<file path="src/rtl/immed_builder.sv">
// Registered immediate-formation stage: widens an IMM_W-bit immediate to DATA_W
// with sign/zero extension, high-load, or concatenation with a latched prefix.
// A one-entry valid/ready register decouples decode from the operand mux.
module immed_builder #(
  parameter int IMM_W  = 9,
  parameter int DATA_W = 16
) (
  input  logic              clk,
  input  logic              rst,
  input  logic              flush,
  input  logic              in_valid,
  output logic              in_ready,
  input  logic [IMM_W-1:0]  immed,
  input  logic [1:0]        mode,
  output logic              out_valid,
  input  logic              out_ready,
  output logic [DATA_W-1:0] ext_immed,
  output logic              pfx_pending,
  output logic              pfx_err
);

  localparam int PFX_W = DATA_W - IMM_W;

  typedef enum logic [1:0] {
    M_SEXT   = 2'b00,
    M_ZEXT   = 2'b01,
    M_HIGH   = 2'b10,
    M_PREFIX = 2'b11
  } mode_e;

  // Sign-extend the raw immediate to the datapath width.
  function automatic logic [DATA_W-1:0] sext_imm(input logic [IMM_W-1:0] v);
    logic signed [IMM_W-1:0] s;
    s = v;
    return DATA_W'(s);
  endfunction

  // Zero-extend the raw immediate to the datapath width.
  function automatic logic [DATA_W-1:0] zext_imm(input logic [IMM_W-1:0] v);
    return DATA_W'(v);
  endfunction

  // Place the immediate in the upper bits; low PFX_W bits are zero.
  function automatic logic [DATA_W-1:0] high_imm(input logic [IMM_W-1:0] v);
    return {v, {PFX_W{1'b0}}};
  endfunction

  // Join a latched prefix with the immediate that completes it.
  function automatic logic [DATA_W-1:0] cat_imm(input logic [PFX_W-1:0] p,
                                                input logic [IMM_W-1:0] v);
    return {p, v};
  endfunction

  // ---- stage p0: input handshake and result formation ----
  logic              out_vld_p1;
  logic [DATA_W-1:0] ext_immed_p1;
  logic [PFX_W-1:0]  pfx_reg_p1;
  logic              pfx_pend_p1;
  logic              pfx_err_p1;

  mode_e             mode_p0;
  logic              acc_p0;
  logic              is_pfx_p0;
  logic [DATA_W-1:0] result_p0;

  assign mode_p0   = mode_e'(mode);
  assign in_ready  = !out_vld_p1 || out_ready;
  assign acc_p0    = in_valid && in_ready;
  assign is_pfx_p0 = (mode_p0 == M_PREFIX);

  // Select the widened value; a pending prefix overrides SEXT/ZEXT.
  always_comb begin
    result_p0 = '0;
    unique case (mode_p0)
      M_SEXT:   result_p0 = pfx_pend_p1 ? cat_imm(pfx_reg_p1, immed) : sext_imm(immed);
      M_ZEXT:   result_p0 = pfx_pend_p1 ? cat_imm(pfx_reg_p1, immed) : zext_imm(immed);
      M_HIGH:   result_p0 = high_imm(immed);
      M_PREFIX: result_p0 = '0;
      default:  result_p0 = '0;
    endcase
  end

  // ---- stage p1: output register and prefix state ----
  // Flush drops the same-edge input and clears pending state without an error pulse.
  always_ff @(posedge clk) begin
    if (rst) begin
      out_vld_p1   <= 1'b0;
      ext_immed_p1 <= '0;
      pfx_reg_p1   <= '0;
      pfx_pend_p1  <= 1'b0;
      pfx_err_p1   <= 1'b0;
    end else begin
      pfx_err_p1 <= 1'b0;
      if (flush) begin
        out_vld_p1  <= 1'b0;
        pfx_pend_p1 <= 1'b0;
      end else begin
        if (acc_p0 && !is_pfx_p0) begin
          out_vld_p1   <= 1'b1;
          ext_immed_p1 <= result_p0;
        end else if (out_ready) begin
          out_vld_p1 <= 1'b0;
        end
        if (acc_p0) begin
          if (is_pfx_p0) begin
            pfx_reg_p1  <= immed[PFX_W-1:0];
            pfx_pend_p1 <= 1'b1;
            pfx_err_p1  <= pfx_pend_p1;
          end else if (pfx_pend_p1) begin
            pfx_pend_p1 <= 1'b0;
            pfx_err_p1  <= (mode_p0 == M_HIGH);
          end
        end
      end
    end
  end

  assign out_valid   = out_vld_p1;
  assign ext_immed   = ext_immed_p1;
  assign pfx_pending = pfx_pend_p1;
  assign pfx_err     = pfx_err_p1;

endmodule

</file>
<file path="config.mk">
export PLATFORM = sky130hd
export DESIGN_NAME = immed_builder
export DESIGN_NICKNAME = d
export VERILOG_FILES = /design/src/rtl/immed_builder.sv
export SDC_FILE = /design/constraint.sdc
export NUM_CORES = 1
export LEC_CHECK = 0
export ABC_AREA = 1
export BUFFER_PORTS_ARGS = -buffer_cell sky130_fd_sc_hd__buf_2
export CAP_MARGIN = 20
export CORE_MARGIN = 3
export CORE_UTILIZATION = 40
export CTS_BUF_LIST = sky130_fd_sc_hd__clkbuf_8
export DETAILED_ROUTE_END_ITERATION = 10
export GPL_TIMING_DRIVEN = 1
export PLACE_DENSITY_LB_ADDON = 0.3
export SYNTH_ARGS = -nofsm -noshare
export SYNTH_HDL_FRONTEND = slang
export SYNTH_SLANG_ARGS = --single-unit
</file>
<file path="constraint.sdc">
create_clock -name clk -period 1 [get_ports clk]
set_clock_uncertainty 0.15 [all_clocks]
set_input_delay 0.2 -clock clk [delete_from_list [all_inputs] [get_ports clk]]
set_output_delay 0.2 -clock clk [all_outputs]
set_load 0.03 [all_outputs]
</file>
Word level (Yosys, flattened, before mapping):

Cells that the tools add are included.

* reduce and logical (&&, ||, !) cells: 11
* eq/ne operators: 3
* muxes and demuxes: 8
* shift operators: 0
* divide/modulo/power cells: 0
* order comparisons: 0
* $mul: 0
* bitwise gates (word level): 2
* $add $sub $neg: 0

Operator list (count)
* one-hot mux 16 bit (4 select lines): 1
* two-way mux 16 bit: 2
* two-way mux 1 bit: 5
* == test 2 bit, second input constant: 2
* AND reduction 3 bit: 1
* OR reduction 3 bit: 1
* == test 2 x 1 -> 1 bit, second input constant: 1
* logical AND 1 bit: 2
* logical NOT 1 bit: 2
* logical NOT 2 bit: 1
* NOT 1 bit: 2
* AND reduction 2 bit: 1
* nonzero test 2 bit: 1
* OR reduction 2 bit: 1
* logical OR 1 bit: 1

* ROM bits: 0
* logic and storage cells: 29
* input port bits: 16
* memories: 0
* bits in latches: 0
* output and inout port bits: 20
* memory bits (writable): 0
* register bits after elaboration: 26

Depth between registers and ports, before layout:

Gate-level depths: netlist of the first run.

* depth after elaboration: 5
* mapped depth: 7
* gate-level depth less buffers: 7

Worst setup path after synthesis of the first run:

Ideal clock, no wire load.

* kind: register to register
* start: reg out_vld_p1 (netlist: out_valid)
* end: reg ext_immed_p1[12] (netlist: ext_immed[12])
* clock period less this slack: 1.426 ns
* library setup time: 0.111 ns
* cell stages (with the launch flop): 7
* required time: 0.739 ns
* path buffers: 1
* slack: -0.426 ns
* arrival time: 1.164 ns
* cells stage by stage: dfxtp_1 -> nand2_4 -> nand4_4 -> buf_6 -> nand2_1 -> nand2_1 -> nor2_1

* longest elaborated chain between the ends: 5

Ends and longest elaborated chain
* start, declared: line 55 `logic out_vld_p1;`
* start signal, assigned: line 87 `out_vld_p1 <= 1'b0;`
* start signal, assigned: line 95 `out_vld_p1 <= 1'b0;`
* start signal, assigned: line 99 `out_vld_p1 <= 1'b1;`
* logical NOT 1 bit: line 67 `assign in_ready = !out_vld_p1 || out_ready;`
* logical OR 1 bit: line 67
* named net in_ready: line 12 `output logic in_ready,`
* logical AND 1 bit: line 68 `assign acc_p0 = in_valid && in_ready;`
* logical AND 1 bit: line 98 `if (acc_p0 && !is_pfx_p0) begin`
* AND reduction 2 bit (no line)
* end signal, assigned: line 100 `ext_immed_p1 <= result_p0;`
* end, declared: line 56 `logic [DATA_W-1:0] ext_immed_p1;`

The timed path passes the listed nets, and every way through them passes these cells.
A chain may end at the register's enable or synchronous reset.

Worst setup path after layout of the first run:

* start: reg out_vld_p1 (netlist: out_valid)
* end: out in_ready

* longest elaborated chain between the ends: 2

Ends and longest elaborated chain (line)
* logical NOT 1 bit: 67
* logical OR 1 bit: 67
* end, declared: 12

Every way passes these cells.

==> results of run 1 <==
==> metrics by stage <==
stage          TNS, ps  hold slack (ps)
5_1_grt          -8300             99.7
6_report         -6350             83.3
3_5_place_dp     -5900              301
4_1_cts          -5820             78.9
3_3_place_gp     -5500              297
2_1_floorplan    -3620              266
==> sequential cells by signal (all words and copies together) (netlist names) <==
signal and flops:
out_valid 1, pfx_pending 1, ext_immed 16, pfx_err 1, pfx_reg_p1 7
==> worst max-delay path: stages, from the launching register on <==
cell     delay [ps]
dfxtp_4         400
nand2_8          70
buf_6           150
==> logic make-up after synthesis <==
kind of cell,share of synthesized area
AOI/OAI and AO/OA,0.0523
DFF,0.411
buffers and inverters,0.113
and+or+nand+nor,0.424
==> cell usage after synthesis, drive strengths merged <==
cell type   n  share of area
inv        24          0.071
nand4       8          0.051
clkinv      1         0.0030
nand2      54           0.17
a21oi       9          0.044
clkbuf      1         0.0039
nor2       42           0.13
nor3b       2          0.012
dfxtp      26           0.41
buf         5          0.035
nand3      16          0.067
o21ai       2         0.0079
==> power by group <==
group          switching (mW)  internal (mW)
Sequential             0.0313           1.08
Combinational           0.322          0.224
Clock                   0.357          0.536
Total                   0.711           1.84
==> per-layer routing <==
layer	share of wire	vias up
met5	0	-
met4	0.019	0
met1	0.39	627
li1	-	694
met2	0.52	62
met3	0.074	6
==> path summary, 6_finish.rpt <==
kind	slack, ps	start	cells past startpoint	end
worst min-delay path	80	rst	3	ext_immed[2]$_SDFFE_PP0P_
worst min register to register	320	ext_immed[0]$_SDFFE_PP0P_	2	ext_immed[0]$_SDFFE_PP0P_
worst max-delay path	-240	out_valid$_SDFFE_PP0P_	2	in_ready
worst max register to register	-230	out_valid$_SDFFE_PP0P_	5	pfx_reg_p1[6]$_SDFFE_PP0P_
==> timing repair <==
item                       CTS  global route
pin swaps                   10             3
resized for setup           64             8
cloned                       1             1
setup endpoints to repair   46            46
setup buffers                2             2
==> layout make-up <==
type	instances	area, um2	share of cell area
clock buffer	3	41.3	0.0214
clock inverter	1	30.0	0.0155
tap	42	52.6	0.0272
multi-input combinational	134	699	0.362
timing repair buffer	53	465	0.241
sequential	26	549	0.284
inverter	25	93.8	0.0486
==> results by group, run 1 <==
Outcome
  – Status: finished with violations
  – Failing checks: setup timing

Yosys
  – Seq/Total Area, Yosys: 0.411
  – Net Count, Synth: 206
  – Synth Instances: 190
  – Count of unique library cells instantiated by Yosys: 20
  – Seq cells post-synth: 26
  – Synthesized cell area: 0.00127 mm2
  – Syn. warnings: 0
  – Synth Area per Inst: roughly 6.7 um2

STA
  – Max-Slew Margin vs Limit: 0.741
  – Setup WS post-layout: -239 ps
  – Final Setup Violations: 46
  – Worst Tran Pin Value: 388 ps
  – FMAX: approximately 810 MHz
  – RSZ-0062 raised after global routing: true
  – Tmin final: 1240 ps
  – Final slew viol count: 0
  – Final period util: 1.24
  – Final hold viol count: 0

Layout
  – Area grow syn2layout: 52.4%
  – Ant diodes: 0
  – Commonest non-fill, non-tap cell in the layout: nand2_1
  – Nets: approximately 260
  – # fillers: 250
  – Finished Layout Cells: 284
  – Most frequent cells in the layout: nand2_1 (49), nor2_1 (36), inv_1 (21), buf_6 (20), dfxtp_2 (17)
  – Finished Cell Area: between 0.0015 and 0.002 mm2
  – Share of cells above drive strength 1: 0.421
  – Util after Layout: 0.672

Global routing
  – Antenna violations before repair: 0
  – Met3 usage: 0.0360
  – Met2 usage: 0.310
  – GRT Max-Usage Layer: met2
  – Gr usage total: 0.181
  – Number of global-route vias before repair: approximately 1300
  – First-pass GRT wire length: 5820 um
  – M1 GR Usage: 0.223
  – Remaining Overflow, GRT: 0
  – Largest net degree at the start of global routing: 26

Detailed routing
  – DRC viols: 0
  – Number of DRC markers in iteration 0: 81
  – DRT Pass-1 Iters: 4
  – Antenna viol nets, final: 0
  – Routed wire per std cell: 12.9 um
  – Via count: 1389
  – Vias per inst: 4.89
  – Total wire length: 3660 um

Placed design
  – Inst Count DP: ~270
  – DP Wirelength: 2360 um
  – Pre-CTS setup slack: -251 ps
  – DP Area: 0.00160 mm2
  – Port Buffers: 35
  – Routability cong.: 0.803

Worst setup path
  – Critical path fanouts, max: 4
  – Crit path kind: flop to output pin
  – Critical path capture point type: output pin
  – Worst path required time: 650 ps
  – CP Launch Type: flop
  – CP arrival: a little under 900 ps

Floorplanning
  – Starting density of the core: 0.441
  – Number of cell rows: 19
  – Die ar.: approximately 0.0039 mm2
  – Die width: 62.3 um
  – CORE AREA: ~0.0029 mm2
  – # IOs: 36
  – Die extent in y: 62.3 um

Clock network
  – Clk sink count: 26
  – Worst-Skew Late Latency: around 270 ps
  – CTS Buf Count: 3
  – CTS root buf: clkbuf_8
  – Worst-path clk slew: roughly 100 ps
  – CTS tree: yes
  – Clk buf depth: 2
  – Hold bufs inserted after CTS: 0
  – H-tree depth: 1

Power and ir drop
  – Pwr Total: 2.56 mW
  – PwrDens: 1320 mW/mm2
  – VDD IR-drop max: 730 uV
  – P_leak: 0.947 nW

Job
  – Max cap viols: 0

Min path
  – Hold WC Path Type: input port to flop
Power figures use the tool's default switching activity.
==> run 2: changes to the inputs <==
REMOVE_ABC_BUFFERS = 1   (was default)
TNS_END_PERCENT = 20   (was default)
==> run 2 against run 1 <==
The flow still finishes with violations (setup timing). Sequential share of layout area grew 0.82 points. Maximum frequency shrank 4.2%. Wire length shrank 14%. First-iteration DRC count shrank 41%. Register-to-register slack lost 60 ps. Combinational power shrank 7.1%. Final area shrank 3.2%. Die area is the same. Count of clock-buffer cells in the layout is the same.
==> results by group, run 2 (synthesis gave the netlist of run 1 again) <==
Floorplanning
  – Die ar.: 0.00388 mm2
  – Die extent in y: between 60 and 70 um
  – Die width: a little over 60 um
  – Starting density of the core: 0.441
  – CORE AREA: around 0.0029 mm2
  – # IOs: 36
  – Number of cell rows: 19

Clock network
  – Clk buf depth: 2
  – Worst-Skew Late Latency: 270 ps
  – Worst-path clk slew: 90 ps
  – Hold bufs inserted after CTS: 0
  – H-tree depth: 1
  – CTS root buf: clkbuf_8
  – Clk sink count: 26
  – CTS tree: yes
  – CTS Buf Count: 3

Power and ir drop
  – P_leak: 0.914 nW
  – Sw Ratio: 0.264
  – PwrDens: 1330 mW/mm2
  – Net switching power figure: 0.657 mW
  – Combinational share of power: 0.204
  – Clock share of power: 0.348
  – VDD IR-drop max: about 980 uV
  – Sequential power share: 0.448
  – Pint: around 1.8 mW
  – Pwr Total: 2.49 mW

Worst setup path
  – Critical path capture point type: output pin
  – Worst path required time: 650 ps
  – CP arrival: 940 ps
  – CP Launch Type: flop
  – Crit path kind: flop to output pin
  – Critical path fanouts, max: 3

Layout
  – # fillers: 262
  – Nets: 257
  – Ant diodes: 0
  – Commonest non-fill, non-tap cell in the layout: nand2_1
  – Most frequent cells in the layout: nand2_1 (51), nor2_1 (38), buf_6 (22), inv_1 (21), dfxtp_2 (18)
  – Max FFs per register: 16
  – Finished Cell Area: 0.00187 mm2
  – Area grow syn2layout: 47.5%
  – Share of cells above drive strength 1: 0.396
  – Util after Layout: 0.650

Detailed routing
  – Number of DRC markers in iteration 0: between 40 and 50
  – Total wire length: 3130 um
  – Vias per inst: 4.63
  – Routed wire per std cell: ~11 um
  – DRC viols: 0
  – DRT Pass-1 Iters: 4
  – Antenna viol nets, final: 0
  – Via count: 1307

Placed design
  – Port Buffers: 35
  – Pre-CTS setup slack: -210 ps
  – DP Wirelength: 2260 um
  – Routability cong.: 0.839
  – DP Area: 0.00155 mm2

STA
  – RSZ-0062 raised after global routing: true
  – Setup WS post-layout: -293 ps
  – Final hold viol count: 0
  – Tmin final: 1290 ps
  – Worst Tran Pin Value: 275 ps
  – Hold slack: 92.9 ps
  – FMAX: 773 MHz
  – Max-Slew Margin vs Limit: 0.817
  – Final slew viol count: 0
  – Final period util: 1.29
  – Final Setup Violations: 46

Global routing
  – First-pass GRT wire length: a little over 5000 um
  – Antenna violations before repair: 0
  – Gr usage total: 0.163
  – Remaining Overflow, GRT: 0
  – Number of global-route vias before repair: 1145
  – Largest net degree at the start of global routing: 26

Outcome
  – Status: finished with violations
  – Failing checks: setup timing

Job
  – Max cap viols: 0

Min path
  – Hold WC Path Type: input port to flop
## run 2: power by group through the flow
| stage | Sequential [mW] | Clock [mW] | Combinational (mW) |
|---|---|---|---|
| 2_1_floorplan | 1.20 | 0 | 0.187 |
| 5_1_grt | 1.12 | 0.930 | 0.556 |
| 3_3_place_gp | 1.13 | 0 | 0.422 |
| 4_1_cts | 1.12 | 0.892 | 0.485 |
| 6_report | 1.11 | 0.866 | 0.507 |
| 3_5_place_dp | 1.13 | 0 | 0.425 |
## run 2: worst paths after layout
check                       startpoint                    endpoint  slack, ps  cells after the start
min reg2reg  ext_immed[5]$_SDFFE_PP0P_   ext_immed[5]$_SDFFE_PP0P_        320                      2
min                                rst   ext_immed[0]$_SDFFE_PP0P_         90                      3
max reg2reg     out_valid$_SDFFE_PP0P_  pfx_reg_p1[3]$_SDFFE_PP0P_       -290                      5
max             out_valid$_SDFFE_PP0P_                    in_ready       -290                      3
## run 2: metrics by stage
stage,cells,setup TNS [ps]
after floorplan,184,-9520
after global placement,273,-4310
after detailed placement,273,-4870
after CTS,281,-7640
after global routing,282,-9680
final,282,-7460
## run 2: final cells by class
class | instances | area (um2) | area share
Timing Repair Buffer | 51 | 440 | 0.236
Sequential cell | 26 | 547 | 0.293
Clock inverter | 1 | 30.0 | 0.0161
Multi-Input combinational cell | 134 | 664 | 0.355
Inverter | 25 | 93.8 | 0.0502
Clock buffer | 3 | 41.3 | 0.0221
Tap cell | 42 | 52.6 | 0.0281
## run 2: repair_timing
| item | 4_1_cts | 5_1_grt |
|---|---|---|
| pin swaps | 1 | 9 |
| cloned | 0 | 1 |
| buffers inserted | 4 | 0 |
| resized for setup | 64 | 12 |
| setup endpoints to repair | 46 | 46 |
## run 2: critical path, stage by stage, from the launching register on
cell and delay, ps:
dfxtp_4 370, nand2_4 60, buf_6 120, buf_6 130
## run 2: per-layer routing
metal  up-vias  track usage  part of all wire
met5         -            0                 0
met4         0       0.0248            0.0054
met3         2       0.0342             0.045
met2        33        0.280              0.49
met1       583        0.216              0.46
li1        689            -                 -
==> run 3: changes to the inputs <==
ABC_AREA = default   (was 1)
==> run 3 against run 2 <==
The flow still finishes with violations (setup timing). Maximum frequency fell by 10%. Largest cell class unchanged. Critical endpoint unchanged. Combinational power about the same. Total power is 11% lower. Sequential power barely moved. Clock power is 31% lower.
==> results by group, run 3 <==
Detailed routing
  – DRC viols: 0
  – Routed wire per std cell: roughly 16 um
  – Vias per inst: between 5 and 6
  – Via count: around 1300
  – Number of DRC markers in iteration 0: 52
  – DRT Pass-1 Iters: 4
  – Total wire length: about 3500 um
  – Antenna viol nets, final: 0

Worst setup path
  – Crit path kind: flop to output pin
  – CP arrival: 1090 ps
  – Worst path required time: 650 ps
  – Critical path capture point type: output pin
  – CP Launch Type: flop
  – Critical path fanouts, max: 2

Placed design
  – DP Wirelength: 2600 um
  – Pre-CTS setup slack: -403 ps
  – Routability cong.: 0.851
  – Port Buffers: 35
  – DP Area: 0.00163 mm2

Yosys
  – Seq cells post-synth: 26
  – Synth area leader: dfxtp_1
  – Count of unique library cells instantiated by Yosys: 34
  – Ys async rst share: 0
  – Synthesized cell area: about 0.0013 mm2
  – Synth Instances: 126
  – Post-synth EDFFs: 0
  – Synth Area per Inst: 10.0 um2
  – Seq/Total Area, Yosys: 0.412
  – Syn. warnings: 0
  – Most frequent cells after synthesis: dfxtp_1 (26), a31oi_1 (9), a21oi_1 (8)
  – Most frequent cell after synthesis: dfxtp_1
  – Yosys top cell area share: 0.412
  – Ys flop type: dfxtp_1
  – Synth top area cells: dfxtp_1 (41%), a22o_1 (4.9%), a31oi_1 (4.5%)

Global routing
  – Number of global-route vias before repair: 1241
  – Remaining Overflow, GRT: 0
  – Gr usage total: 0.192
  – First-pass GRT wire length: 5990 um
  – Antenna violations before repair: 0
  – Largest net degree at the start of global routing: 21

Power and ir drop
  – VDD IR-drop max: 743 uV
  – P_leak: 0.741 nW
  – PwrDens: 1170 mW/mm2

STA
  – Final slew viol count: 0
  – Setup WS post-layout: -441 ps
  – Final period util: 1.44
  – RSZ-0062 raised after global routing: true
  – TNS Setup: -10630 ps
  – Final Setup Violations: 46
  – Worst Tran Pin Value: around 340 ps
  – Final hold viol count: 0
  – Hold slack: between 20 and 30 ps
  – FMAX: 694 MHz
  – Tmin final: 1440 ps
  – Max-Slew Margin vs Limit: 0.770

Layout
  – Max FFs per register: 16
  – Most frequent cells in the layout: buf_4 (29), buf_6 (20), dfxtp_2 (18), buf_2 (16), a21oi_1 (8)
  – Commonest non-fill, non-tap cell in the layout: buf_4
  – Ant diodes: 0
  – Share of cells above drive strength 1: 0.568
  – # fillers: around 220
  – Nets: 201
  – Area grow syn2layout: 50.2%
  – Finished Cell Area: 0.00190 mm2
  – Multi-input logic area: roughly 670 um2
  – Register area: 547 um2

Floorplanning
  – Die width: 62.2 um
  – CORE AREA: 0.00288 mm2
  – Die ar.: 0.00387 mm2
  – Number of cell rows: 19
  – # IOs: 36
  – Starting density of the core: 0.439
  – Die extent in y: 62.2 um

Job
  – Max cap viols: 0

Clock network
  – H-tree depth: 1
  – Worst-path clk slew: 90 ps
  – CTS tree: yes
  – CTS root buf: clkbuf_8
  – Worst-Skew Late Latency: 270 ps
  – Clk sink count: 26
  – Clk buf depth: 2
  – CTS Buf Count: 3

Outcome
  – Status: finished with violations
  – Failing checks: setup timing

Min path
  – Hold WC Path Type: input port to flop
[run 3: cell types whose count changed after synthesis, sizes merged, moves of 7 or more]
cell / change
o31ai: +7
nand3: -15
buf: +9
a22o: +7
inv: -22
nor2: -41
nand2: -51
a31oi: +10
[run 3: repair_timing]
action | in CTS | in global routing
gates resized for setup | 64 | 5
setup buffers | 4 | 0
hold endpoints to repair | 0 | 0
pin swaps | 7 | 7
endpoints found under the setup margin | 46 | 46
hold buffers | 0 | 0
[run 3: power by group]
part	internal, mW	switching (mW)
registers	1.08	0.0295
clock network	0.270	0.324
logic	0.236	0.274
total	1.59	0.627
[run 3: logic make-up (layout without fill, tap and decap cells)]
group,after synthesis,in the layout,synth area share
muxes,3,3,0.0238
AOI/OAI and AO/OA,50,50,0.292
and+or+nand+nor,31,31,0.181
DFF,26,26,0.412
buffers and inverters,16,73,0.0902
[run 3: area by class of cell]
cell class	instances	share of cell area
tap	42	0.0277
inverter	2	0.00528
multi-input combinational	84	0.352
sequential	26	0.288
timing repair buffer	68	0.305
clock buffer	3	0.0218
[run 3: path summary, 6_finish.rpt]
path	endpoint	cells past startpoint	startpoint	slack [ps]
max	in_ready	4	out_valid$_SDFFE_PP0P_	-440
max reg2reg	pfx_reg_p1[4]$_SDFFE_PP0P_	7	out_valid$_SDFFE_PP0P_	-420
min reg2reg	pfx_reg_p1[6]$_SDFFE_PP0P_	2	pfx_reg_p1[6]$_SDFFE_PP0P_	330
min	ext_immed[3]$_SDFFE_PP0P_	2	immed[3]	30
[run 3: per-stage QoR]
step | utilization | total power, mW | instances
detailed placement | 0.565 | 1.56 | 218
global placement | 0.565 | 1.55 | 218
CTS | 0.648 | 2.20 | 225
finish | 0.659 | 2.21 | 225
floorplan | - | 1.34 | 112
global route | 0.659 | 2.30 | 225
[run 3: layer usage]
layer,part of all wire,wire (um),GRT usage
met3,0.062,216,0.0486
met5,0,0,0
met4,0.020,69,0.0967
met1,0.42,1470,0.241
met2,0.50,1750,0.304
[run 3: critical path: stages (launching register included)]
cell,delay (ps)
dfxtp_2,330
nor2b_4,190
inv_4,50
buf_12,120
buf_8,120
